**src/rtl/piso_pkg.sv**
```systemverilog
// Shared types and sizing helpers for the piso_tx parallel-in serial-out transmitter.
package piso_pkg;

    typedef enum logic {
        ST_IDLE  = 1'b0,
        ST_SHIFT = 1'b1
    } state_e;

    // Bit counter width for a word of the given length (WIDTH >= 2).
    function automatic int cnt_width(input int width);
        return (width > 1) ? $clog2(width) : 1;
    endfunction

endpackage

```
**src/rtl/piso_tx_if.sv**
```systemverilog
// Parallel word handshake plus serial line of the piso_tx transmitter.
interface piso_tx_if #(
    parameter int WIDTH = 8
) ();

    logic [WIDTH-1:0] din;
    logic             din_valid;
    logic             din_ready;
    logic             sdo;
    logic             sdo_en;
    logic             frame_done;

    // Producer side: drives the word, observes the serial line.
    modport master (
        output din, din_valid,
        input  din_ready, sdo, sdo_en, frame_done
    );

    // Transmitter side.
    modport slave (
        input  din, din_valid,
        output din_ready, sdo, sdo_en, frame_done
    );

endinterface

```
**src/rtl/shift_reg_piso.sv**
```systemverilog
// Loadable WIDTH-bit shift register; the head bit is presented straight from a flop.
module shift_reg_piso #(
    parameter int WIDTH     = 8,
    parameter bit MSB_FIRST = 1'b1
) (
    input  logic             clk,
    input  logic             rst,
    input  logic             load_i,
    input  logic             shift_i,
    input  logic [WIDTH-1:0] din_i,
    output logic             sdo_o
);

    logic [WIDTH-1:0] data_q, data_d;

    // Zeros are shifted in behind the word, so the head reads 0 once it drains.
    always_comb begin
        // NOTE: default every combinational output first so no path leaves it unassigned (no latch).
        data_d = data_q;
        if (load_i) begin
            data_d = din_i;
        end else if (shift_i) begin
            data_d = MSB_FIRST ? {data_q[WIDTH-2:0], 1'b0} : {1'b0, data_q[WIDTH-1:1]};
        end
    end

    always_ff @(posedge clk or negedge rst) begin
        // NOTE: sequential state uses non-blocking assignments so all flops update together.
        if (!rst) begin
            data_q <= '0;
        end else begin
            data_q <= data_d;
        end
    end

    assign sdo_o = MSB_FIRST ? data_q[WIDTH-1] : data_q[0];

endmodule

```
**src/rtl/piso_tx.sv**
```systemverilog
// Parallel-in serial-out transmitter: valid/ready word intake, one bit per clock, gapless streaming.
module piso_tx
    import piso_pkg::*;
#(
    parameter int WIDTH     = 8,
    parameter bit MSB_FIRST = 1'b1
) (
    input  logic      clk,
    input  logic      rst,
    piso_tx_if.slave  bus
);

    localparam int             CW       = cnt_width(WIDTH);
    localparam logic [CW-1:0]  CNT_LAST = CW'(WIDTH - 1);
    localparam logic [0:0]     IDLE     = ST_IDLE;
    localparam logic [0:0]     SHIFT    = ST_SHIFT;

    logic [0:0]    state_q, state_d;
    logic [CW-1:0] cnt_q, cnt_d;
    logic          frame_done_q, frame_done_d;
    logic          last_bit;
    logic          accept;
    logic          load;
    logic          shift;

    // Ready depends only on state/counter, never on din_valid, so no comb loop to the producer.
    assign last_bit      = (state_q == SHIFT) && (cnt_q == CNT_LAST);
    assign bus.din_ready = (state_q == IDLE) || last_bit;
    assign accept        = bus.din_valid && bus.din_ready;

    always_comb begin
        state_d = state_q;
        cnt_d   = cnt_q;
        load    = 1'b0;
        shift   = 1'b0;
        case (state_q)
            IDLE: begin
                if (accept) begin
                    state_d = SHIFT;
                    cnt_d   = '0;
                    load    = 1'b1;
                end
            end
            SHIFT: begin
                if (last_bit) begin
                    cnt_d = '0;
                    if (accept) begin
                        load = 1'b1;
                    end else begin
                        state_d = IDLE;
                        shift   = 1'b1;
                    end
                end else begin
                    cnt_d = cnt_q + 1'b1;
                    shift = 1'b1;
                end
            end
            default: begin
                state_d = IDLE;
                cnt_d   = '0;
            end
        endcase
        // Registered so the pulse lines up with the final bit leaving the shift register.
        frame_done_d = (state_d == SHIFT) && (cnt_d == CNT_LAST);
    end

    always_ff @(posedge clk or negedge rst) begin
        if (!rst) begin
            state_q      <= IDLE;
            cnt_q        <= '0;
            frame_done_q <= 1'b0;
        end else begin
            state_q      <= state_d;
            cnt_q        <= cnt_d;
            frame_done_q <= frame_done_d;
        end
    end

    shift_reg_piso #(
        .WIDTH     (WIDTH),
        .MSB_FIRST (MSB_FIRST)
    ) u_shift_reg (
        .clk     (clk),
        .rst     (rst),
        .load_i  (load),
        .shift_i (shift),
        .din_i   (bus.din),
        .sdo_o   (bus.sdo)
    );

    assign bus.sdo_en     = (state_q == SHIFT);
    assign bus.frame_done = frame_done_q;

endmodule

```
**src/flat_wrapper.sv**
```systemverilog
// flat-port wrapper written by rule: the top's interface ports become plain ports
module piso_tx_flat import piso_pkg::*;
#(
    parameter int WIDTH     = 8,
    parameter bit MSB_FIRST = 1'b1
)
  (clk, rst, bus_din, bus_din_valid, bus_din_ready, bus_sdo, bus_sdo_en, bus_frame_done);
  piso_tx_if #(.WIDTH(WIDTH)) bus_i ();
  input  logic clk;
  input  logic rst;
  input wire logic [$bits(bus_i.din)-1:0] bus_din;
  input wire logic [$bits(bus_i.din_valid)-1:0] bus_din_valid;
  output wire logic [$bits(bus_i.din_ready)-1:0] bus_din_ready;
  output wire logic [$bits(bus_i.sdo)-1:0] bus_sdo;
  output wire logic [$bits(bus_i.sdo_en)-1:0] bus_sdo_en;
  output wire logic [$bits(bus_i.frame_done)-1:0] bus_frame_done;
  assign bus_i.din = bus_din;
  assign bus_i.din_valid = bus_din_valid;
  assign bus_din_ready = bus_i.din_ready;
  assign bus_sdo = bus_i.sdo;
  assign bus_sdo_en = bus_i.sdo_en;
  assign bus_frame_done = bus_i.frame_done;
  piso_tx #(.WIDTH(WIDTH), .MSB_FIRST(MSB_FIRST)) u_core (.clk(clk), .rst(rst), .bus(bus_i));
endmodule
```
**config.mk**
```make
export PLATFORM = sky130hd
export DESIGN_NAME = piso_tx_flat
export DESIGN_NICKNAME = d
export VERILOG_FILES = /design/src/rtl/piso_pkg.sv /design/src/rtl/piso_tx_if.sv /design/src/rtl/shift_reg_piso.sv /design/src/rtl/piso_tx.sv /design/src/flat_wrapper.sv
export SDC_FILE = /design/constraint.sdc
export NUM_CORES = 1
export LEC_CHECK = 0
export BUFFER_PORTS_ARGS = -buffer_cell sky130_fd_sc_hd__buf_2
export CAP_MARGIN = 10
export CORE_MARGIN = 5
export CORE_UTILIZATION = 49
export CTS_BUF_LIST = sky130_fd_sc_hd__clkbuf_4 sky130_fd_sc_hd__clkbuf_8
export DETAILED_ROUTE_END_ITERATION = 6
export PLACE_DENSITY = 0.78
export RECOVER_POWER = 100
export SYNTH_ARGS = -nofsm -noshare
export SYNTH_HDL_FRONTEND = slang
export SYNTH_SLANG_ARGS = --single-unit
```
**constraint.sdc**
```tcl
create_clock -name clk -period 1.45 [get_ports clk]
set_input_delay 0.145 -clock clk [delete_from_list [all_inputs] [get_ports clk]]
set_output_delay 0.145 -clock clk [all_outputs]
set_load 0.05 [all_outputs]
```
==> results of run 1 <==
## per-stage QoR
stage / worst slack (ps) / instance area, sq um / hold WS [ps] / utilization [%] / instances
6_report: -49.0 / 837 / 119 / 64.3 / 93
5_1_grt: -102 / 837 / 121 / 64.3 / 93
4_1_cts: -59.3 / 822 / 107 / 63.2 / 91
3_5_place_dp: -71.8 / 747 / 48.2 / 57.4 / 84
3_3_place_gp: 31.6 / 747 / 41.5 / 57.4 / 84
2_1_floorplan: 16.0 / 686 / -151 / - / 55
## worst max-delay path: stages (launching register included)
cell and delay, ps:
dfrtp_1 400, ha_2 190, ha_4 160, nand2b_4 160, buf_8 160
## metal layers
metal	GRT usage, %	vias up	share of wire (%)	wire length (um)
met4	4.97	0	0.72	10
met1	18.0	251	44	603
met2	22.8	13	49	681
met5	0	-	0	0
li1	-	253	-	-
met3	7.28	2	6.4	89
## flip-flops by register name (all words and copies together), names as in the netlist
register,flops
u_core.bus.sdo_en,1
u_core.bus.frame_done,1
u_core.u_shift_reg.data_q,8
u_core.cnt_q,3
## worst max path at each step
stage | end | slack, ps | depth (start not counted)
after floorplan | u_core.u_shift_reg.data_q[2] | 20 | 5
after global placement | u_core.u_shift_reg.data_q[4] | 30 | 5
after detailed placement | u_core.u_shift_reg.data_q[1] | -70 | 5
after CTS | bus_din_ready | -60 | 4
after global routing | bus_din_ready | -100 | 4
final | bus_din_ready | -50 | 4
## layout make-up
type	count	area share (%)
Timing Repair Buffer	23	17.5
Sequential cell	13	38.9
Multi-Input combinational cell	37	37.7
Tap cell	15	2.24
Inverter	1	0.448
Clock inverter	1	0.598
Clock buffer	3	2.69
## power groups by stage
stage	Combinational (W)	Clock [W]	Sequential, W
after floorplan	0.000561	0	0.000646
after global routing	0.000970	0.000240	0.000621
after global placement	0.000708	0	0.000598
after detailed placement	0.000730	0	0.000601
final	0.000891	0.000223	0.000606
after CTS	0.000832	0.000234	0.000605
## cell families (layout without fill, tap and decap cells)
family	count (synthesis)	after routing	share of synthesized area, %
buffers and inverters	5	28	7.79
DFF	13	13	48.2
adders and majority gates	2	2	3.71
and+or+nand+nor	17	17	15.6
AOI/OAI and AO/OA	18	18	24.7
## Yosys cell counts, drive strengths merged
cell and instances:
ha 2, inv 1, a32o 1, nand2b 3
nand3b 1, nor4b 1, o221a 7, o21ai 3
nor2 1, nor2b 7, dfrtp 13, nand2 4
a211o 7, buf 4
## repair_timing
item | 4_1_cts | 5_1_grt
hold endpoints to repair | 13 | 0
gates cloned | 0 | 0
hold buffers | 1 | 0
gates resized for setup | 5 | 3
pin swaps | 0 | 0
buffers inserted | 2 | 2
endpoints found under the setup margin | 8 | 11
==> impl_results.md, run 1 <==
* Layout cells sized above 1 at 44.9%
* Reg-to-reg startpoint: u_core.cnt_q[1]
* F_max at 667 MHz
* Clock skew at 1.84 ps
* Clk_lat worst skew at 280 ps
* Max_cap viols at 0
* P_sw at 0.000651 W
* Vias/cell at 5.58
* Combinational Power Share at 51.8%
* Synth top area share at 48.2%
* Mapped Nets at 68
* Unique masters post-synth at 17
* Least-Margin Pin Slew at 713 ps
* FF-to-FF path depth at 5
* Post-synthesis sequential area ratio at 48.2%
* Hold EP: u_core.u_shift_reg.data_q[0]
* Clock sinks at 13
* Worst setup EP type: primary output
* Critical Path Start Type: flop
* Reg2Reg Setup Slack at -10 ps
* Syn Area/Cell at 12.3 sq um
* Internal power at 0.00107 W
* Placer Congestion at 0.702
* Die X at 47.1 um
* Top cells by area, synth: dfrtp_1 48%, o221a_2 12%, a211o_1 7.8%
* Synth-to-Final Area Change at 24.1%
* Most common cell after layout, fill and taps aside: dfrtp_1
* Number of fill cells at 122
* Sequential share of power at 35.2%
* Drt wl/cell at 14.9 um
* Hold Path Cell Cnt at 2
* Initial DRC count at 14
* CTS tree: built
* Final period util at 103%
* CTS buffer count at 3
* Die area at 2220 sq um
* Peak VDD IR at 1050 uV
* Top Ports at 15
* Vias at 519
* RSZ-0062 raised after global routing: true
* Sw Share at 37.8%
* Pwr per Cell Area at 2050 nW/um^2
* I/O Buffers at 14
* Vias in the first global route at 479
* Final setup violation count at 8
* Clk pwr share at 13.0%
* Worst-path clk slew at 80 ps
* Final Critical Period at 1500 ps
* Most frequent cells in the layout: 13 x dfrtp_1, 10 x buf_2, 8 x buf_4
* Global-route wire length before repair at 2150 um
* Final slew viol count at 0
* Row cnt at 13
* Starting Density at 51.8%
* Pin count of the biggest net entering global routing at 14
* Required @ worst endpoint at 1310 ps
* Die height at 47.1 um
* DR pass1 iterations at 4
* Worst path arrival time at 1350 ps
* Final antenna-violating net count at 0
* H-tree depth at 1
* Worst hold path class: primary input to flop
* Failing checks: negative setup slack
* Post-Syn Area at 674 sq um
* CP Class: flop to primary output
* Static leakage at 0.400 nW
* End of the worst register-to-register path: u_core.u_shift_reg.data_q[5]
* Final hold viol count at 0
* Register area at 325 sq um
* Detail Placement HPWL at 962 um
* Pwr Total at 0.00172 W
* Post-Synthesis Cells at 55
* CTS max path bufs at 2
* # DRC at 0
* Flops & latches, synth at 13
* Worst Min Path Start: bus_din[0]
* Rel. slew slack at 52.5%
* GRT Util Overall at 14.7%
* Number of diodes at 0
* Root Driver: clkbuf_4
* Initial antenna violation count at 0
* Synth area leader: dfrtp_1
* Crit Path Max Fanout at 4
* Status: complete, but fails checks
* DRT Wirelength at 1390 um
* Worst setup startpoint: u_core.cnt_q[1]
* Final nets at 92
* Total congestion overflow at 0
* Final setup TNS at -82.9 ps
* Final worst slack at -49.0 ps
* Area of the multi-input gates at 315 sq um
* Yosys warning count at 0
* Core area at 1300 sq um
Power figures use the tool's default switching activity.
==> run 2, diff against run 1 <==
--- a/config.mk
+++ b/config.mk
@@ -7,11 +7,11 @@
 export LEC_CHECK = 0
 export BUFFER_PORTS_ARGS = -buffer_cell sky130_fd_sc_hd__buf_2
 export CAP_MARGIN = 10
-export CORE_MARGIN = 5
-export CORE_UTILIZATION = 49
+export CORE_AREA = 5 5 42 44
 export CTS_BUF_LIST = sky130_fd_sc_hd__clkbuf_4 sky130_fd_sc_hd__clkbuf_8
 export DETAILED_ROUTE_END_ITERATION = 6
-export PLACE_DENSITY = 0.78
+export DIE_AREA = 0 0 47 49
+export PLACE_DENSITY = 0.77
 export RECOVER_POWER = 100
 export SYNTH_ARGS = -nofsm -noshare
 export SYNTH_HDL_FRONTEND = slang
==> constraint.sdc (replaced) <==
create_clock -name clk -period 1.4 [get_ports clk]
set_input_delay 0.14 -clock clk [delete_from_list [all_inputs] [get_ports clk]]
set_output_delay 0.14 -clock clk [all_outputs]
set_load 0.05 [all_outputs]
==> impl_results.md, run 2 (same netlist as run 1, synthesis figures left out) <==
* RSZ-0062 raised after global routing: true
* # DRC at 0
* Top Registers: u_core.u_shift_reg.data_q (8), u_core.cnt_q (3)
* Worst path arrival time at 1430 ps
* Row cnt at 14
* Reg2Reg Setup Slack at -130 ps
* Placer Congestion at 0.769
* Most frequent cells in the layout: 12 x dfrtp_1, 10 x buf_2, 7 x nor2b_1
* Met2 Use GR at 23.5%
* I/O Buffers at 14
* Failing checks: negative setup slack
* Post-DP Area at 787 sq um
* Peak VDD IR at 1120 uV
* Global-route wire length before repair at 2510 um
* Most common cell after layout, fill and taps aside: dfrtp_1
* Detail Placement HPWL at 947 um
* Dpl ws at -19.2 ps
* Hold_ws at 126 ps
* Reg with most FFs: u_core.u_shift_reg.data_q
* Met1 usage at 21.1%
* Pwr per Cell Area at 2180 nW/um^2
* DRT Wirelength at 1520 um
* End of the worst register-to-register path: u_core.u_shift_reg.data_q[7]
* Root Driver: clkbuf_4
* Sw Share at 36.5%
* Clock skew at 0.681 ps
* Critical Path Start Type: flop
* Layout cells sized above 1 at 45.5%
* FF-to-FF path depth at 6
* CTS tree: built
* Core area at 1400 sq um
* Internal power at 0.00122 W
* CTS buffer count at 3
* Sequential share of power at 34.6%
* Number of diodes at 0
* Top Ports at 15
* Final Critical Period at 1570 ps
* CP dominant cell by count: buf_12
* Worst-path clk slew at 80 ps
* Met3 Use GR at 2.21%
* DR pass1 iterations at 4
* Fin area at 878 sq um
* Final nets at 91
* Pin count of the biggest net entering global routing at 21
* Crit Path Max Fanout at 2
* GRT Util Overall at 14.8%
* Reg-to-reg startpoint: u_core.cnt_q[1]
* F_max at 637 MHz
* Starting Density at 48.1%
* P_sw at 0.000700 W
* Die area at 2300 sq um
* Drt wl/cell at 16.4 um
* Clk_lat worst skew at 270 ps
* CTS max path bufs at 2
* Die X at 47 um
* Combinational Power Share at 52.4%
* Clock sinks at 13
* Total congestion overflow at 0
* CP Class: flop to primary output
* Max incr delay on CP at 390 ps
* Status: complete, but fails checks
* Worst hold path class: primary input to flop
* Initial antenna violation count at 0
* Max_cap viols at 0
* CP Capture Point: bus_din_ready
* Grt peak-use layer: met2
* Final slew viol count at 0
* Final worst slack at -170 ps
* Rel. slew slack at 51.4%
* Synth-to-Final Area Change at 30.2%
* Initial DRC count at 10
* Final period util at 112%
* Worst setup startpoint: u_core.cnt_q[1]
* Worst setup EP type: primary output
* Final hold viol count at 0
* Static leakage at 0.412 nW
* Vias at 547
* Final setup violation count at 9
* Required @ worst endpoint at 1260 ps
* Clk pwr share at 13.0%
* Final antenna-violating net count at 0
* Least-Margin Pin Slew at 728 ps
* H-tree depth at 1
* Final setup TNS at -1100 ps
* Vias/cell at 5.88
* Crit path max-delay cell type: dfrtp_1
* Largest register FFs at 8
* Die height at 49 um
* CP Cell Sequence: ha_2 -> ha_4 -> nand2b_4 -> buf_12 -> buf_12
* Vias in the first global route at 531
[run 2: cell count changes in the layout (fill, tap and decap cells not counted), sizes merged]
cell,before,now
buf,19,17
clkinv,1,0
clkbuf,6,8
[run 2: cell type report]
type,count,area (sq um)
flip-flops and latches,13,329
well taps,16,20.0
fillers,124,523
clock buffers,4,30.0
repair buffers,22,173
multi-input cells,37,323
inverters,1,3.75
[run 2: repair_timing]
action | CTS | global route
hold buffers | 1 | 0
endpoints found under the setup margin | 9 | 12
endpoints found under the hold margin | 13 | 0
resized for setup | 7 | 3
pin swaps | 2 | 1
setup buffers | 3 | 0
[run 2: power groups by stage]
stage               registers (W)  logic (W)  clock network [W]
floorplan                0.000678   0.000604                  0
global placement         0.000653   0.000823                  0
detailed placement       0.000659   0.000845                  0
CTS                      0.000655   0.000989           0.000255
global route             0.000682    0.00107           0.000276
finish                   0.000662    0.00100           0.000249
[run 2: metal layers]
layer,vias up,share of wire [%]
met5,-,0
met4,0,0.92
met3,2,4.9
met2,15,49
met1,275,45
li1,255,-
[run 2: stage by stage]
step                      utilization, %  cells  total power [W]
after floorplan                        -     55          0.00128
after global placement              56.2     85          0.00148
after detailed placement            56.2     85          0.00150
after CTS                           62.8     93          0.00190
after global routing                62.7     93          0.00203
final                               62.7     93          0.00192
[run 2: worst max-delay path: cells and delay by family (launching register included)]
| kind | cells | cell delay (ps) |
|---|---|---|
| buf+inv | 2 | 270 |
| fa+ha+maj | 2 | 360 |
| flops | 1 | 390 |
| simple gates | 1 | 140 |
[run 2: worst min path at each step]
stage | to | from | cells past startpoint
floorplan | u_core.bus.frame_done | rst | 0
detailed placement | u_core.bus.frame_done | rst | 1
global route | u_core.u_shift_reg.data_q[4] | bus_din[4] | 2
global placement | u_core.bus.frame_done | rst | 1
CTS | u_core.u_shift_reg.data_q[0] | bus_din[0] | 2
finish | u_core.u_shift_reg.data_q[0] | bus_din[0] | 2
==> run 3, diff against run 2 <==
--- a/config.mk
+++ b/config.mk
@@ -11,8 +11,9 @@
 export CTS_BUF_LIST = sky130_fd_sc_hd__clkbuf_4 sky130_fd_sc_hd__clkbuf_8
 export DETAILED_ROUTE_END_ITERATION = 6
 export DIE_AREA = 0 0 47 49
-export PLACE_DENSITY = 0.77
+export PLACE_DENSITY = 0.72
 export RECOVER_POWER = 100
 export SYNTH_ARGS = -nofsm -noshare
 export SYNTH_HDL_FRONTEND = slang
+export SYNTH_HIERARCHICAL = 1
 export SYNTH_SLANG_ARGS = --single-unit
==> impl_results.md, run 3 <==
* H-tree depth at 1
* Static leakage at 0.426 nW
* CTS max path bufs at 2
* Rel. slew slack at 51.9%
* Post-Synthesis Cells at 56
* DR pass1 iterations at 4
* Global-route wire length before repair at 2150 um
* Synth top area share at 53.2%
* Number of diodes at 0
* Final setup violation count at 9
* Clock sinks at 13
* Met2 Use GR at 18.1%
* CP Cell Sequence: ha_2 -> ha_4 -> nand2b_4 -> buf_6 -> buf_8
* Die X at 47 um
* CTS tree: built
* Met1 usage at 17.9%
* Top cells by area, synth: dfrtp_1 53%, mux2i_1 11%, nand2_1 6.7%
* Max_cap viols at 0
* Syn Area/Cell at 10.9 sq um
* Placer Congestion at 0.709
* # DRC at 0
* Most common cell in the netlist: dfrtp_1
* Synth-to-Final Area Change at 34.4%
* Largest register FFs at 8
* Post-synth EDFFs at 0
* Critical Path Start Type: flop
* Final Critical Period at 1560 ps
* Grt peak-use layer: met2
* Reg with most FFs: u_core/u_shift_reg/data_q
* Required @ worst endpoint at 1260 ps
* Post-synthesis sequential area ratio at 53.2%
* Initial antenna violation count at 0
* CP Class: flop to primary output
* Detail Placement HPWL at 882 um
* Crit path max-delay cell type: dfrtp_1
* Vias/cell at 5.15
* Fin area at 822 sq um
* Core area at 1400 sq um
* Drt wl/cell at 13.2 um
* Worst path arrival time at 1420 ps
* Final hold viol count at 0
* Worst hold path class: primary input to flop
* Reg2Reg Setup Slack at -90 ps
* Vias at 500
* Final worst slack at -161 ps
* Most frequent cells in the layout: 12 x dfrtp_1, 11 x nand2_1, 9 x buf_2
* Top Registers: u_core/u_shift_reg/data_q (8), u_core/cnt_q (3)
* Starting Density at 43.7%
* Crit Path Max Fanout at 3
* Post-Syn Area at 612 sq um
* Post-DP Area at 733 sq um
* Peak VDD IR at 1110 uV
* Failing checks: negative setup slack
* Clk_lat worst skew at 270 ps
* I/O Buffers at 14
* F_max at 641 MHz
* Die height at 49 um
* Most frequently used flop master after synthesis: dfrtp_1
* Final slew viol count at 0
* Synth area leader: dfrtp_1
* Root Driver: clkbuf_4
* Pin count of the biggest net entering global routing at 17
* RSZ-0062 raised after global routing: true
* Initial DRC count at 8
* CTS buffer count at 3
* Yosys warning count at 6
* Final antenna-violating net count at 0
* Synth cell count leaders: 13 x dfrtp_1, 11 x nand2_1, 7 x mux2i_1, 7 x o21ai_1, 3 x nand2b_1
* Final period util at 111%
* Flops & latches, synth at 13
* Clock skew at 0.340 ps
* Total congestion overflow at 0
* GRT Util Overall at 12.9%
* Share of flip-flops with an asynchronous set or reset at 100%
* Pwr Total at 0.00175 W
* Top Ports at 15
* Pwr per Cell Area at 2130 nW/um^2
* DRT Wirelength at 1280 um
* Vias in the first global route at 488
* Worst setup EP type: primary output
* Worst-path clk slew at 80 ps
* Least-Margin Pin Slew at 722 ps
* Most common cell after layout, fill and taps aside: dfrtp_1
* Unique masters post-synth at 17
* Mapped Nets at 69
* Status: complete, but fails checks
* Final nets at 95
* Met3 Use GR at 4.06%
* Max incr delay on CP at 400 ps
* Row cnt at 14
* Die area at 2300 sq um
* Layout cells sized above 1 at 38.3%
## run 3: cell types whose count changed after synthesis, moves of 6 or more
cell     before  now
mux2i_1       0    7
nand2_1       4   11
a211o_1       6    0
o221a_2       7    0
nor2b_1       7    0
o21ai_1       0    7
## run 3: stage by stage
step           instances  setup TNS, ps  utilization, %  hold slack [ps]  worst slack, ps
2_1_floorplan         56           -841               -             -156             -106
3_3_place_gp          88           -452            52.3             37.8            -75.7
3_5_place_dp          88           -908            52.3             43.1             -147
4_1_cts               95          -1150            57.8             76.3             -165
5_1_grt               97          -1410            58.7             86.3             -219
6_report              97           -669            58.7             86.1             -161
## run 3: cell families (layout without fill, tap and decap cells)
family / Yosys count / in the layout / synth area share, %
mux: 7 / 7 / 11.5
buf+inv: 3 / 28 / 4.29
flops: 13 / 13 / 53.2
simple gates: 19 / 19 / 15.7
compound gates: 12 / 12 / 11.2
fa+ha+maj: 2 / 2 / 4.09
## run 3: power by group
| group | total, W | internal [W] | switching (W) |
|---|---|---|---|
| clock | 0.000247 | 0.000130 | 0.000117 |
| combinational | 0.000909 | 0.000440 | 0.000469 |
| sequential | 0.000596 | 0.000507 | 0.0000888 |
## run 3: worst paths after layout
kind	endpoint	cells past startpoint	startpoint
max	bus_din_ready	5	u_core/cnt_q[1]
min	u_core/u_shift_reg/data_q[3]	3	bus_din[3]
max reg2reg	u_core/u_shift_reg/data_q[1]	6	u_core/cnt_q[1]
min reg2reg	u_core/cnt_q[1]	2	u_core/bus.sdo_en
max in group asynchronous	u_core/bus.sdo_en	2	rst
min in group asynchronous	u_core/u_shift_reg/data_q[4]	2	rst
## run 3: timing repair
item,in CTS,in global routing
setup buffers,2,2
resized for setup,5,1
endpoints found under the setup margin,9,10
hold buffers,1,0
hold endpoints to repair,13,0
pin swaps,2,1
## run 3: worst max-delay path: cells and delay by family (launching register included)
kind | cells | cell delay, ps
buffers and inverters | 2 | 260
adders and majority gates | 2 | 360
and+or+nand+nor | 1 | 140
DFF | 1 | 400
## run 3: area by class of cell
type | count | area (sq um)
clock buffer | 4 | 30.0
inverter | 1 | 3.75
fill | 131 | 579
tap | 16 | 20.0
timing repair buffer | 23 | 151
sequential | 13 | 327
multi-input combinational | 40 | 290
## run 3: routing by layer
| layer | vias to the layer above | wire (um) |
|---|---|---|
| met5 | - | 0 |
| met4 | 0 | 25 |
| met3 | 4 | 83 |
| met2 | 13 | 600 |
| met1 | 240 | 570 |
| li1 | 243 | - |
